--- src/rtl/fifo_id_stage_pkg.sv ---
// fifo_id_stage_pkg: shared state encodings, flush-cause codes and widths for the fetch-to-decode stage
package fifo_id_stage_pkg;

    localparam int CAUSE_W = 2;

    typedef enum logic [1:0] {
        FIFO_ID_EMPTY = 2'd0,
        FIFO_ID_ONE   = 2'd1,
        FIFO_ID_FULL  = 2'd2
    } state_e;

    typedef enum logic [CAUSE_W-1:0] {
        CAUSE_BRANCH = 2'd0,
        CAUSE_EXC    = 2'd1,
        CAUSE_ERTN   = 2'd2,
        CAUSE_IDLE   = 2'd3
    } cause_e;

endpackage

--- src/rtl/fifo_id_stage_if.sv ---
// fifo_id_stage_if: fetch-buffer side, decoder side, flush and status signals of the stage
interface fifo_id_stage_if #(
    parameter int ISSUE_W = 2,
    parameter int INST_W  = 32,
    parameter int PC_W    = 32,
    parameter int CNT_W   = 32
);
    import fifo_id_stage_pkg::*;

    logic                      fifo_id_flush;
    logic [CAUSE_W-1:0]        fifo_id_flush_cause;
    logic                      fifo_valid;
    logic                      fifo_ready;
    logic                      fetch_buf_empty;
    logic [ISSUE_W*INST_W-1:0] inst_i;
    logic [ISSUE_W*PC_W-1:0]   pc_i;
    logic [ISSUE_W-1:0]        lane_mask_i;
    logic                      id_ready;
    logic                      id_valid;
    logic [ISSUE_W*INST_W-1:0] inst_o;
    logic [ISSUE_W*PC_W-1:0]   pc_o;
    logic [ISSUE_W-1:0]        lane_mask_o;
    logic [CAUSE_W-1:0]        flush_cause_o;
    logic [CNT_W-1:0]          stall_cnt_o;

    modport master (
        output fifo_id_flush, fifo_id_flush_cause, fifo_valid, fetch_buf_empty,
               inst_i, pc_i, lane_mask_i, id_ready,
        input  fifo_ready, id_valid, inst_o, pc_o, lane_mask_o, flush_cause_o, stall_cnt_o
    );

    modport slave (
        input  fifo_id_flush, fifo_id_flush_cause, fifo_valid, fetch_buf_empty,
               inst_i, pc_i, lane_mask_i, id_ready,
        output fifo_ready, id_valid, inst_o, pc_o, lane_mask_o, flush_cause_o, stall_cnt_o
    );

endinterface

--- src/rtl/fifo_id_stage_slot.sv ---
// fifo_id_slot: one bundle entry (inst, pc, lane mask) with load enable and mask clear
module fifo_id_slot #(
    parameter int ISSUE_W = 2,
    parameter int INST_W  = 32,
    parameter int PC_W    = 32
) (
    input  logic                      clk,
    input  logic                      rstn,
    input  logic                      clr_i,
    input  logic                      ld_i,
    input  logic [ISSUE_W*INST_W-1:0] inst_i,
    input  logic [ISSUE_W*PC_W-1:0]   pc_i,
    input  logic [ISSUE_W-1:0]        mask_i,
    output logic [ISSUE_W*INST_W-1:0] inst_o,
    output logic [ISSUE_W*PC_W-1:0]   pc_o,
    output logic [ISSUE_W-1:0]        mask_o
);

    logic [ISSUE_W*INST_W-1:0] inst_q;
    logic [ISSUE_W*PC_W-1:0]   pc_q;
    logic [ISSUE_W-1:0]        mask_q;

    // Entry register: clear drops only the lane mask, so the stale payload is harmless
    always_ff @(posedge clk or posedge rstn) begin
        if (rstn) begin
            inst_q <= '0;
            pc_q   <= '0;
            mask_q <= '0;
        end else if (clr_i) begin
            mask_q <= '0;
        end else if (ld_i) begin
            inst_q <= inst_i;
            pc_q   <= pc_i;
            mask_q <= mask_i;
        end
    end

    assign inst_o = inst_q;
    assign pc_o   = pc_q;
    assign mask_o = mask_q;

endmodule

--- src/rtl/fifo_id_stage.sv ---
// fifo_id_stage: two-entry skid pipeline register between fetch buffer and decoder with flush and stall count
module fifo_id_stage #(
    parameter int ISSUE_W = 2,
    parameter int INST_W  = 32,
    parameter int PC_W    = 32,
    parameter int CNT_W   = 32
) (
    input  logic             clk,
    input  logic             rstn,
    fifo_id_stage_if.slave   bus
);
    import fifo_id_stage_pkg::*;

    localparam int IW = ISSUE_W * INST_W;
    localparam int PW = ISSUE_W * PC_W;

    state_e             state_q, state_d;
    logic               in_fire, out_fire;
    logic               main_ld, skid_ld, from_skid;
    logic [IW-1:0]      skid_inst, main_src_inst;
    logic [PW-1:0]      skid_pc, main_src_pc;
    logic [ISSUE_W-1:0] skid_mask, main_src_mask;
    logic [CAUSE_W-1:0] cause_q;
    logic [CNT_W-1:0]   cnt_q;

    // Handshake flags depend only on the state register, keeping id_ready off every output path
    assign bus.id_valid   = state_q != FIFO_ID_EMPTY;
    assign bus.fifo_ready = state_q != FIFO_ID_FULL;
    assign in_fire  = bus.fifo_valid & ~bus.fetch_buf_empty & bus.fifo_ready & (|bus.lane_mask_i);
    assign out_fire = bus.id_valid & bus.id_ready;

    // State register
    always_ff @(posedge clk or posedge rstn) begin
        if (rstn) state_q <= FIFO_ID_EMPTY;
        else      state_q <= state_d;
    end

    // Next state and entry load controls; flush overrides everything and loads nothing
    always_comb begin
        state_d   = state_q;
        main_ld   = 1'b0;
        skid_ld   = 1'b0;
        from_skid = 1'b0;
        if (bus.fifo_id_flush) begin
            state_d = FIFO_ID_EMPTY;
        end else begin
            case (state_q)
                FIFO_ID_EMPTY: begin
                    state_d = in_fire ? FIFO_ID_ONE : FIFO_ID_EMPTY;
                    main_ld = in_fire;
                end
                FIFO_ID_ONE: begin
                    state_d = in_fire ? (out_fire ? FIFO_ID_ONE : FIFO_ID_FULL)
                                      : (out_fire ? FIFO_ID_EMPTY : FIFO_ID_ONE);
                    main_ld = in_fire & out_fire;
                    skid_ld = in_fire & ~out_fire;
                end
                FIFO_ID_FULL: begin
                    state_d   = out_fire ? FIFO_ID_ONE : FIFO_ID_FULL;
                    main_ld   = out_fire;
                    from_skid = 1'b1;
                end
                default: state_d = FIFO_ID_EMPTY;
            endcase
        end
    end

    assign main_src_inst = from_skid ? skid_inst : bus.inst_i;
    assign main_src_pc   = from_skid ? skid_pc   : bus.pc_i;
    assign main_src_mask = from_skid ? skid_mask : bus.lane_mask_i;

    fifo_id_slot #(.ISSUE_W(ISSUE_W), .INST_W(INST_W), .PC_W(PC_W)) u_main (
        .clk    (clk),
        .rstn   (rstn),
        .clr_i  (bus.fifo_id_flush),
        .ld_i   (main_ld),
        .inst_i (main_src_inst),
        .pc_i   (main_src_pc),
        .mask_i (main_src_mask),
        .inst_o (bus.inst_o),
        .pc_o   (bus.pc_o),
        .mask_o (bus.lane_mask_o)
    );

    fifo_id_slot #(.ISSUE_W(ISSUE_W), .INST_W(INST_W), .PC_W(PC_W)) u_skid (
        .clk    (clk),
        .rstn   (rstn),
        .clr_i  (bus.fifo_id_flush),
        .ld_i   (skid_ld),
        .inst_i (bus.inst_i),
        .pc_i   (bus.pc_i),
        .mask_i (bus.lane_mask_i),
        .inst_o (skid_inst),
        .pc_o   (skid_pc),
        .mask_o (skid_mask)
    );

    // Flush cause capture
    always_ff @(posedge clk or posedge rstn) begin
        if (rstn)                   cause_q <= '0;
        else if (bus.fifo_id_flush) cause_q <= bus.fifo_id_flush_cause;
    end

    // Saturating decoder back-pressure counter; survives flush
    always_ff @(posedge clk or posedge rstn) begin
        if (rstn)                                        cnt_q <= '0;
        else if (bus.id_valid & ~bus.id_ready & ~&cnt_q) cnt_q <= cnt_q + CNT_W'(1);
    end

    assign bus.flush_cause_o = cause_q;
    assign bus.stall_cnt_o   = cnt_q;

endmodule

--- src/flat_wrapper.sv ---
// flat-port wrapper written by rule: the top's interface ports become plain ports
module fifo_id_stage_flat import fifo_id_stage_pkg::*;
#(
    parameter int ISSUE_W = 2,
    parameter int INST_W  = 32,
    parameter int PC_W    = 32,
    parameter int CNT_W   = 32
)
  (clk, rstn, bus_fifo_id_flush, bus_fifo_id_flush_cause, bus_fifo_valid, bus_fetch_buf_empty, bus_inst_i, bus_pc_i, bus_lane_mask_i, bus_id_ready, bus_fifo_ready, bus_id_valid, bus_inst_o, bus_pc_o, bus_lane_mask_o, bus_flush_cause_o, bus_stall_cnt_o);
  fifo_id_stage_if #(.ISSUE_W(ISSUE_W), .INST_W(INST_W), .PC_W(PC_W), .CNT_W(CNT_W)) bus_i ();
  input  logic clk;
  input  logic rstn;
  input wire logic [$bits(bus_i.fifo_id_flush)-1:0] bus_fifo_id_flush;
  input wire logic [$bits(bus_i.fifo_id_flush_cause)-1:0] bus_fifo_id_flush_cause;
  input wire logic [$bits(bus_i.fifo_valid)-1:0] bus_fifo_valid;
  input wire logic [$bits(bus_i.fetch_buf_empty)-1:0] bus_fetch_buf_empty;
  input wire logic [$bits(bus_i.inst_i)-1:0] bus_inst_i;
  input wire logic [$bits(bus_i.pc_i)-1:0] bus_pc_i;
  input wire logic [$bits(bus_i.lane_mask_i)-1:0] bus_lane_mask_i;
  input wire logic [$bits(bus_i.id_ready)-1:0] bus_id_ready;
  output wire logic [$bits(bus_i.fifo_ready)-1:0] bus_fifo_ready;
  output wire logic [$bits(bus_i.id_valid)-1:0] bus_id_valid;
  output wire logic [$bits(bus_i.inst_o)-1:0] bus_inst_o;
  output wire logic [$bits(bus_i.pc_o)-1:0] bus_pc_o;
  output wire logic [$bits(bus_i.lane_mask_o)-1:0] bus_lane_mask_o;
  output wire logic [$bits(bus_i.flush_cause_o)-1:0] bus_flush_cause_o;
  output wire logic [$bits(bus_i.stall_cnt_o)-1:0] bus_stall_cnt_o;
  assign bus_i.fifo_id_flush = bus_fifo_id_flush;
  assign bus_i.fifo_id_flush_cause = bus_fifo_id_flush_cause;
  assign bus_i.fifo_valid = bus_fifo_valid;
  assign bus_i.fetch_buf_empty = bus_fetch_buf_empty;
  assign bus_i.inst_i = bus_inst_i;
  assign bus_i.pc_i = bus_pc_i;
  assign bus_i.lane_mask_i = bus_lane_mask_i;
  assign bus_i.id_ready = bus_id_ready;
  assign bus_fifo_ready = bus_i.fifo_ready;
  assign bus_id_valid = bus_i.id_valid;
  assign bus_inst_o = bus_i.inst_o;
  assign bus_pc_o = bus_i.pc_o;
  assign bus_lane_mask_o = bus_i.lane_mask_o;
  assign bus_flush_cause_o = bus_i.flush_cause_o;
  assign bus_stall_cnt_o = bus_i.stall_cnt_o;
  fifo_id_stage #(.ISSUE_W(ISSUE_W), .INST_W(INST_W), .PC_W(PC_W), .CNT_W(CNT_W)) u_core (.clk(clk), .rstn(rstn), .bus(bus_i));
endmodule
--- config.mk ---
export PLATFORM = sky130hd
export DESIGN_NAME = fifo_id_stage_flat
export DESIGN_NICKNAME = d
export VERILOG_FILES = /design/src/rtl/fifo_id_stage_pkg.sv /design/src/rtl/fifo_id_stage_if.sv /design/src/rtl/fifo_id_stage_slot.sv /design/src/rtl/fifo_id_stage.sv /design/src/flat_wrapper.sv
export SDC_FILE = /design/constraint.sdc
export NUM_CORES = 1
export LEC_CHECK = 0
export ABC_CLOCK_PERIOD_IN_PS = 10600
export CAP_MARGIN = 20
export CORE_ASPECT_RATIO = 1.1
export CORE_UTILIZATION = 51
export DETAILED_ROUTE_END_ITERATION = 7
export HOLD_SLACK_MARGIN = 0.15
export PLACE_DENSITY = 0.79
export RECOVER_POWER = 25
export SLEW_MARGIN = 10
export SYNTH_ARGS = -nofsm -noshare
export SYNTH_HDL_FRONTEND = slang
export SYNTH_SLANG_ARGS = --single-unit
--- constraint.sdc ---
create_clock -name clk -period 10.6 [get_ports clk]
set_clock_uncertainty 0.15 [all_clocks]
set_input_delay 1.06 -clock clk [delete_from_list [all_inputs] [get_ports clk]]
set_output_delay 1.06 -clock clk [all_outputs]
set_load 0.005 [all_outputs]
==> impl_metrics.tcl <==
set metrics [dict create \
    vias_per_cell 5.31 \
    slowest_delay_ps 1610 \
    grtUsageTotal_pct 21.2 \
    grt_pass1_wl_um 45100 \
    dr.pass1.iters 4 \
    cts_post_setup_buffers_inserted 0 \
    io_pins 304 \
    cts.clk_slew.worst_paths_ps 50 \
    cts_buffer_depth 3 \
    die_h_um 171 \
    cts-root-buf "clkbuf_16" \
    core_mm2 0.0253 \
    port_buffers 303 \
    drt-initial-drc-count 280 \
    hold_violations 0 \
    syn_avg_cell_area_um2 15.1 \
    max_freq_mhz 244 \
    syn_area_mm2 0.0132 \
    grt_max_degree 145 \
    critPathSlowestCell "clkinvlp_2" \
    ir_drop_mv 0.163 \
    ctsResizeCount 0 \
    gp_congestion 0.824 \
    final_common_cell "clkdlybuf4s50_1" \
    clk_latency_ps 540 \
    grt_pass1_vias 8571 \
    ys_async_sr_fraction_pct 100 \
    cp_cell_sequence "dlygate4sd3_1, clkinvlp_2, buf_16, buf_4" \
    core.rowCount 61 \
    grt.overflow.total 0 \
    cap_viol_max_count 1 \
    die_area_mm2 0.0265 \
    fin_ws_ps 6500 \
    fill_cells 1856 \
    worst_pin_slew_ps 2850 \
    synth_flop_cell "dfrtp_1" \
    arrival_ps 4500 \
    dieWidth_um 155 \
    post-place-ws_ps 5920 \
    clock_sinks 296 \
    period_needed_ps 4100 \
    violations "capacitance limit, slew limit" \
    synth_edf_count 0 \
    routedWlPerCell_um 18.2 \
    cts_buffers 31 \
    slew_headroom_pct -90.9 \
    min_path_type "flop to flop" \
    htree_levels 1 \
    ant_nets 0 \
    worstPathMaxFanout 85 \
    final-setup-viol-count 0 \
    ys_seq_area_share_pct 56.1 \
    critical_path_buf_inv_count 4 \
    finalPower_uw 3220 \
    syn_inst 877 \
    setup_tns_ps 0 \
    antenna_found_initial 1 \
    drive_above_1_share_pct 25.6 \
    rsz0062_at_grt "no" \
    fin_crit_sh_pct 38.7 \
    cp-start-kind "input pin" \
    synth_cell_types 42 \
    initial_utilization_pct 52.1 \
    final_nets 1317 \
    ys_ff_latch 296 \
    required_ps 11000 \
    wirelength_um 28200 \
    cts_tree "built" \
    final_cell_mix "clkdlybuf4s50_1, dfrtp_1, mux2_2, mux2_1, clkbuf_16" \
    leakage_uw 0.00756 \
    status "complete, but fails checks" \
    critPathKind "input pin to async pin" \
    maxSlewViolCount 60 \
    vias 8206 \
    place_hpwl_um 18500 \
    cp-end-kind "async pin" \
    powerDensity_mw_per_mm2 185 \
    yosys_warnings 0 \
    areaGrowthSynthToFinish_pct 31.7 \
    syn_nets 1018 \
    drc 0 \
    crit_family "buffers and inverters" \
    hold_buffers 0 \
]
[state kept, by name, summed over array words and instances (netlist names)]
register / cells
u_core.u_main.inst_o: 64
u_core.u_skid.mask_o: 2
u_core.u_skid.inst_o: 64
u_core.bus.flush_cause_o: 2
u_core.bus.stall_cnt_o: 32
u_core.u_skid.pc_o: 64
u_core.u_main.mask_o: 2
u_core.u_main.pc_o: 64
u_core.state_q: 2
[worst paths after layout]
check,cells past startpoint,to,startpoint,slack [ps]
min in group asynchronous,2,u_core.bus.stall_cnt_o[12]$_DFFE_PP0P_,rstn,1620
min reg2reg,1,u_core.u_main.pc_o[5]$_DFFE_PP0P_,u_core.u_main.pc_o[5]$_DFFE_PP0P_,330
max,4,u_core.u_skid.pc_o[5]$_DFFE_PP0P_,rstn,6500
min,1,u_core.u_main.pc_o[5]$_DFFE_PP0P_,u_core.u_main.pc_o[5]$_DFFE_PP0P_,330
max reg2reg,8,u_core.u_skid.inst_o[50]$_DFFE_PP0P_,u_core.state_q[1]$_DFF_PP0_,7120
max in group clk,6,u_core.u_main.inst_o[4]$_DFFE_PP0P_,bus_fifo_id_flush,6530
[per-stage QoR]
stage          instances  utilization [%]  cell area, um2  hold WS [ps]
6_report            1545             68.6           17400           331
5_1_grt             1545             68.6           17400           340
4_1_cts             1542             68.4           17300           335
3_5_place_dp        1487             64.6           16400           320
3_3_place_gp        1487             64.6           16400           311
2_1_floorplan        877                -           13200           302
[report_power, final]
part           total [uW]  switching [uW]  internal, uW
clock network        1040             421           616
registers            1510             129          1380
logic                 671             213           457
[cells by family (layout without fill, tap and decap cells)]
kind of cell	after synthesis	in the layout	share of synthesized area, %
fa+ha+maj	3	3	0.284
flops	296	296	56.1
buf+inv	53	374	3.15
compound gates	11	11	1.04
xor+xnor	30	30	1.99
simple gates	92	92	4.02
other cells	0	1	0
mux	392	392	33.4
[Yosys cell counts (2+ instances only)]
| cell | number | area (um2) |
|---|---|---|
| dfrtp_1 | 296 | 7410 |
| inv_1 | 4 | 15.0 |
| clkbuf_1 | 4 | 15.0 |
| mux2_2 | 239 | 2690 |
| and4_1 | 8 | 70.1 |
| buf_8 | 11 | 165 |
| a21oi_1 | 2 | 10.0 |
| nor2_1 | 12 | 45.0 |
| nand3_1 | 13 | 65.1 |
| and3_1 | 2 | 12.5 |
| nor4_1 | 7 | 43.8 |
| xnor2_1 | 10 | 87.6 |
| buf_2 | 17 | 85.1 |
| nand2_1 | 20 | 75.1 |
| buf_6 | 3 | 33.8 |
| nand4_1 | 12 | 75.1 |
| ha_1 | 3 | 37.5 |
| nor2_2 | 2 | 12.5 |
| mux2_1 | 151 | 1700 |
| mux2i_1 | 2 | 20.0 |
| nor3_1 | 4 | 20.0 |
| nor4b_1 | 2 | 17.5 |
| xor2_1 | 20 | 175 |
| and2_1 | 3 | 18.8 |
| buf_4 | 13 | 97.6 |
[layer usage]
metal	routed length [um]	vias to the layer above	share of wire, %	GRT usage, %
met4	755	0	2.7	7.03
met5	0	-	0	0
met2	13100	242	46	34.9
li1	-	3776	-	-
met3	2630	51	9.3	7.35
met1	11700	4137	42	26.2
[area by class of cell]
class	count	area, um2	area share [%]
Antenna cell	1	2.50	0.0144
Clock buffer	50	927	5.33
Clock inverter	5	53.8	0.309
Inverter	5	20.0	0.115
Multi-Input combinational cell	528	5390	31.0
Sequential cell	296	7410	42.6
Tap cell	346	433	2.49
Timing Repair Buffer	314	3150	18.1
Power figures use the tool's default switching activity.
==> variant (same flow settings) <==
`PC_W` is set to 32 in 4 places; all go to 28.
--- a/src/rtl/fifo_id_stage_if.sv
+++ b/src/rtl/fifo_id_stage_if.sv
@@ -2,7 +2,7 @@
 interface fifo_id_stage_if #(
     parameter int ISSUE_W = 2,
     parameter int INST_W  = 32,
-    parameter int PC_W    = 32,
+    parameter int PC_W    = 28,
     parameter int CNT_W   = 32
 );
     import fifo_id_stage_pkg::*;
--- a/src/rtl/fifo_id_stage_slot.sv
+++ b/src/rtl/fifo_id_stage_slot.sv
@@ -2,7 +2,7 @@
 module fifo_id_slot #(
     parameter int ISSUE_W = 2,
     parameter int INST_W  = 32,
-    parameter int PC_W    = 32
+    parameter int PC_W    = 28
 ) (
     input  logic                      clk,
     input  logic                      rstn,
--- a/src/rtl/fifo_id_stage.sv
+++ b/src/rtl/fifo_id_stage.sv
@@ -2,7 +2,7 @@
 module fifo_id_stage #(
     parameter int ISSUE_W = 2,
     parameter int INST_W  = 32,
-    parameter int PC_W    = 32,
+    parameter int PC_W    = 28,
     parameter int CNT_W   = 32
 ) (
     input  logic             clk,
--- a/src/flat_wrapper.sv
+++ b/src/flat_wrapper.sv
@@ -3,7 +3,7 @@
 #(
     parameter int ISSUE_W = 2,
     parameter int INST_W  = 32,
-    parameter int PC_W    = 32,
+    parameter int PC_W    = 28,
     parameter int CNT_W   = 32
 )
   (clk, rstn, bus_fifo_id_flush, bus_fifo_id_flush_cause, bus_fifo_valid, bus_fetch_buf_empty, bus_inst_i, bus_pc_i, bus_lane_mask_i, bus_id_ready, bus_fifo_ready, bus_id_valid, bus_inst_o, bus_pc_o, bus_lane_mask_o, bus_flush_cause_o, bus_stall_cnt_o);
Interface: changed (resized bus_pc_i and bus_pc_o); port bits go from 304 to 288. The function was not compared with the original's and may differ.
==> variant against the unedited design <==
The run still ends with max-capacitance violations, max-slew violations left. Total power fell by 4.5%. Wire length fell by 5.0%. Sequential cell count fell by 16. Setup slack improved by 0.017 ns. Critical path depth rose by 1. Final area fell by 5.7%. Area after synthesis fell by 6.7%. Critical path type unchanged. Critical endpoint is now u_core.u_skid.pc_o[26]. Count of clock-buffer cells in the layout fell by 7. Highest routed layer unchanged.
==> variant: results (changes against the unedited design) <==
- Outcome: finished with violations
- Failing checks: max-capacitance violations, max-slew violations
- Maximum vdd drop: 0.000157 V (-3.6%)
- DR pass1 iterations: 4 (unchanged)
- Cell count of the worst reg-to-reg path: 6 (-2)
- CP Max Fanout: 102 (+20%)
- Post-synth ARST share: 1.00 (unchanged)
- Hold Path Class: reg -> reg
- Clk root buf: clkbuf_16
- Netlist cell types: 37 (-12%)
- Largest net degree at the start of global routing: 146 (+0.69%)
- R2r endpoint: u_core.bus.stall_cnt_o[28]
- 1st-iter DRT viols: 252 (-10%)
- Routed len/inst: 18.6 um (+2.0%)
- Layout cells sized above 1: 0.296 (+0.0397)
- Slowest cell on crit path: clkinvlp_2
- Htree depth: 1 (unchanged)
- Max-cap violation count: 2 (+1)
- R2R setup slack: 7.26 ns (+0.14 ns)
- Pre-CTS WS: 6.56 ns (+0.640 ns)
- Final max-slew violation count: 52 (-13%)
- Vias in the first global route: 8153 (-4.9%)
- Syn_nets: 960 (-5.7%)
- Critical Path Sink: u_core.u_skid.pc_o[26]
- Most used DFF post-synth: dfrtp_1
- Yosys Warn Count: 0 (unchanged)
- Post-Route Utilization: 0.692 (+0.00607)
- Post-DP HPWL: 17500 um (-5.7%)
- Peak Freq: 245 MHz (+0.42%)
- Fillcell total: 1682 (-9.4%)
- Port bufs: 287 (-5.3%)
- Vias per cell: 5.36 (+0.94%)
- FF-to-FF Start: u_core.bus.stall_cnt_o[0]
- CP Data Arrival Time: 4.62 ns (+0.12 ns)
- Cts bufs inserted: 29 (-6.5%)
- Initial antenna violation count: 0 (-1)
- Critical path launch point: rstn
- Top post-synthesis cells by area: dfrtp_1, mux2_2, mux2_1
- CTS resizes: 0 (unchanged)
- Top cells by instance count after synthesis: dfrtp_1, mux2_2, mux2_1, buf_2, xnor2_1
- First-pass GRT wire length: 42800 um (-5.1%)
- Routability congestion estimate: 0.765 (-7.2%)
- Clk Latency, worst-skew pair: 0.53 ns
- Fin nets: 1244 (-5.5%)
- Placed cell area: 15400 um^2 (-5.8%)
- Seq/Total Area, Yosys: 0.569 (+0.00767)
- Clk slew on worst S/H paths: 0.06 ns
- Longest Clk Path Bufs: 3 (unchanged)
- GR Util All Layers: 0.219 (+0.00635)
- Largest stage delay on the critical path: 1.18 ns (-0.43 ns)
- Max-Slew Margin vs Limit: -0.397 (+0.512)
- Setup bufs post-CTS: 0 (unchanged)
- P_leak: 7.09 nW (-6.3%)
- Hold violation total from the final report: 0 (unchanged)
-- variant: changes by cell type in the layout (fill, tap and decap cells not counted), sizes merged, moves of 4 or more --
cell,delta
clkinv,+4
nor3,+5
dfrtp,-16
nand2,-7
clkdlybuf4s50,-17
and3,+9
nand3,+5
clkbuf,-7
mux2,-25
xor2,-9
nor2,-6
nor4,-7
xnor2,+9
-- variant: layout make-up --
class | instances | area, um^2 | area share
antenna | 2 | 5.00 | 0.000305
clock inverter | 9 | 76.3 | 0.00465
sequential | 280 | 7010 | 0.427
timing repair buffer | 297 | 2980 | 0.182
tap | 305 | 382 | 0.0233
inverter | 6 | 23.8 | 0.00145
multi-input combinational | 497 | 5040 | 0.307
clock buffer | 43 | 888 | 0.0542
-- variant: how the worst min path moves through the flow --
stage,startpoint,to,slack [ns],cells after the start
5_1_grt,u_core.u_main.inst_o[24],u_core.u_main.inst_o[24],0.35,1
4_1_cts,u_core.u_main.inst_o[25],u_core.u_main.inst_o[25],0.34,1
6_report,u_core.u_main.pc_o[55],u_core.u_main.pc_o[55],0.33,1
3_5_place_dp,u_core.u_main.pc_o[7],u_core.u_main.pc_o[7],0.32,1
3_3_place_gp,u_core.u_main.pc_o[29],u_core.u_main.pc_o[29],0.32,1
2_1_floorplan,u_core.u_skid.inst_o[62],u_core.u_skid.inst_o[62],0.32,1
-- variant: report_power, final --
part           leakage [nW]  total, mW  internal, mW  switching (mW)
Combinational          3.06      0.634         0.438           0.196
Clock                 0.482       1.01         0.600           0.409
Sequential             3.55       1.43          1.30           0.124
-- variant: cells by family (layout without fill, tap and decap cells) --
| group | Yosys count | count (layout) | synth area share |
|---|---|---|---|
| AO/OA/AOI/OAI | 8 | 8 | 0.00701 |
| buffers and inverters | 50 | 355 | 0.0219 |
| other | 0 | 2 | 0 |
| adder cells (fa/ha/maj) | 3 | 3 | 0.00305 |
| flip-flops | 280 | 280 | 0.569 |
| multiplexers | 367 | 367 | 0.335 |
| AND/OR/NAND/NOR | 89 | 89 | 0.0428 |
| XOR/XNOR | 30 | 30 | 0.0213 |
-- variant: per-layer routing --
| layer | global-route usage | wire [um] | share of wire | vias to the layer above |
|---|---|---|---|---|
| met4 | 0.0551 | 432 | 0.016 | 0 |
| met2 | 0.370 | 13100 | 0.49 | 213 |
| li1 | - | - | - | 3543 |
| met5 | 0 | 0 | 0 | - |
| met1 | 0.266 | 10800 | 0.40 | 3930 |
| met3 | 0.0757 | 2380 | 0.089 | 29 |
-- variant: metrics by stage --
step                instances  total power, mW
global route             1437             3.23
global placement         1383             2.06
finish                   1439             3.07
detailed placement       1383             2.08
CTS                      1435             3.11
floorplan                 827             1.67
-- variant: worst max-delay path: cells and delay by family --
kind | cells | cell delay, ns
buffers and inverters | 5 | 3.46
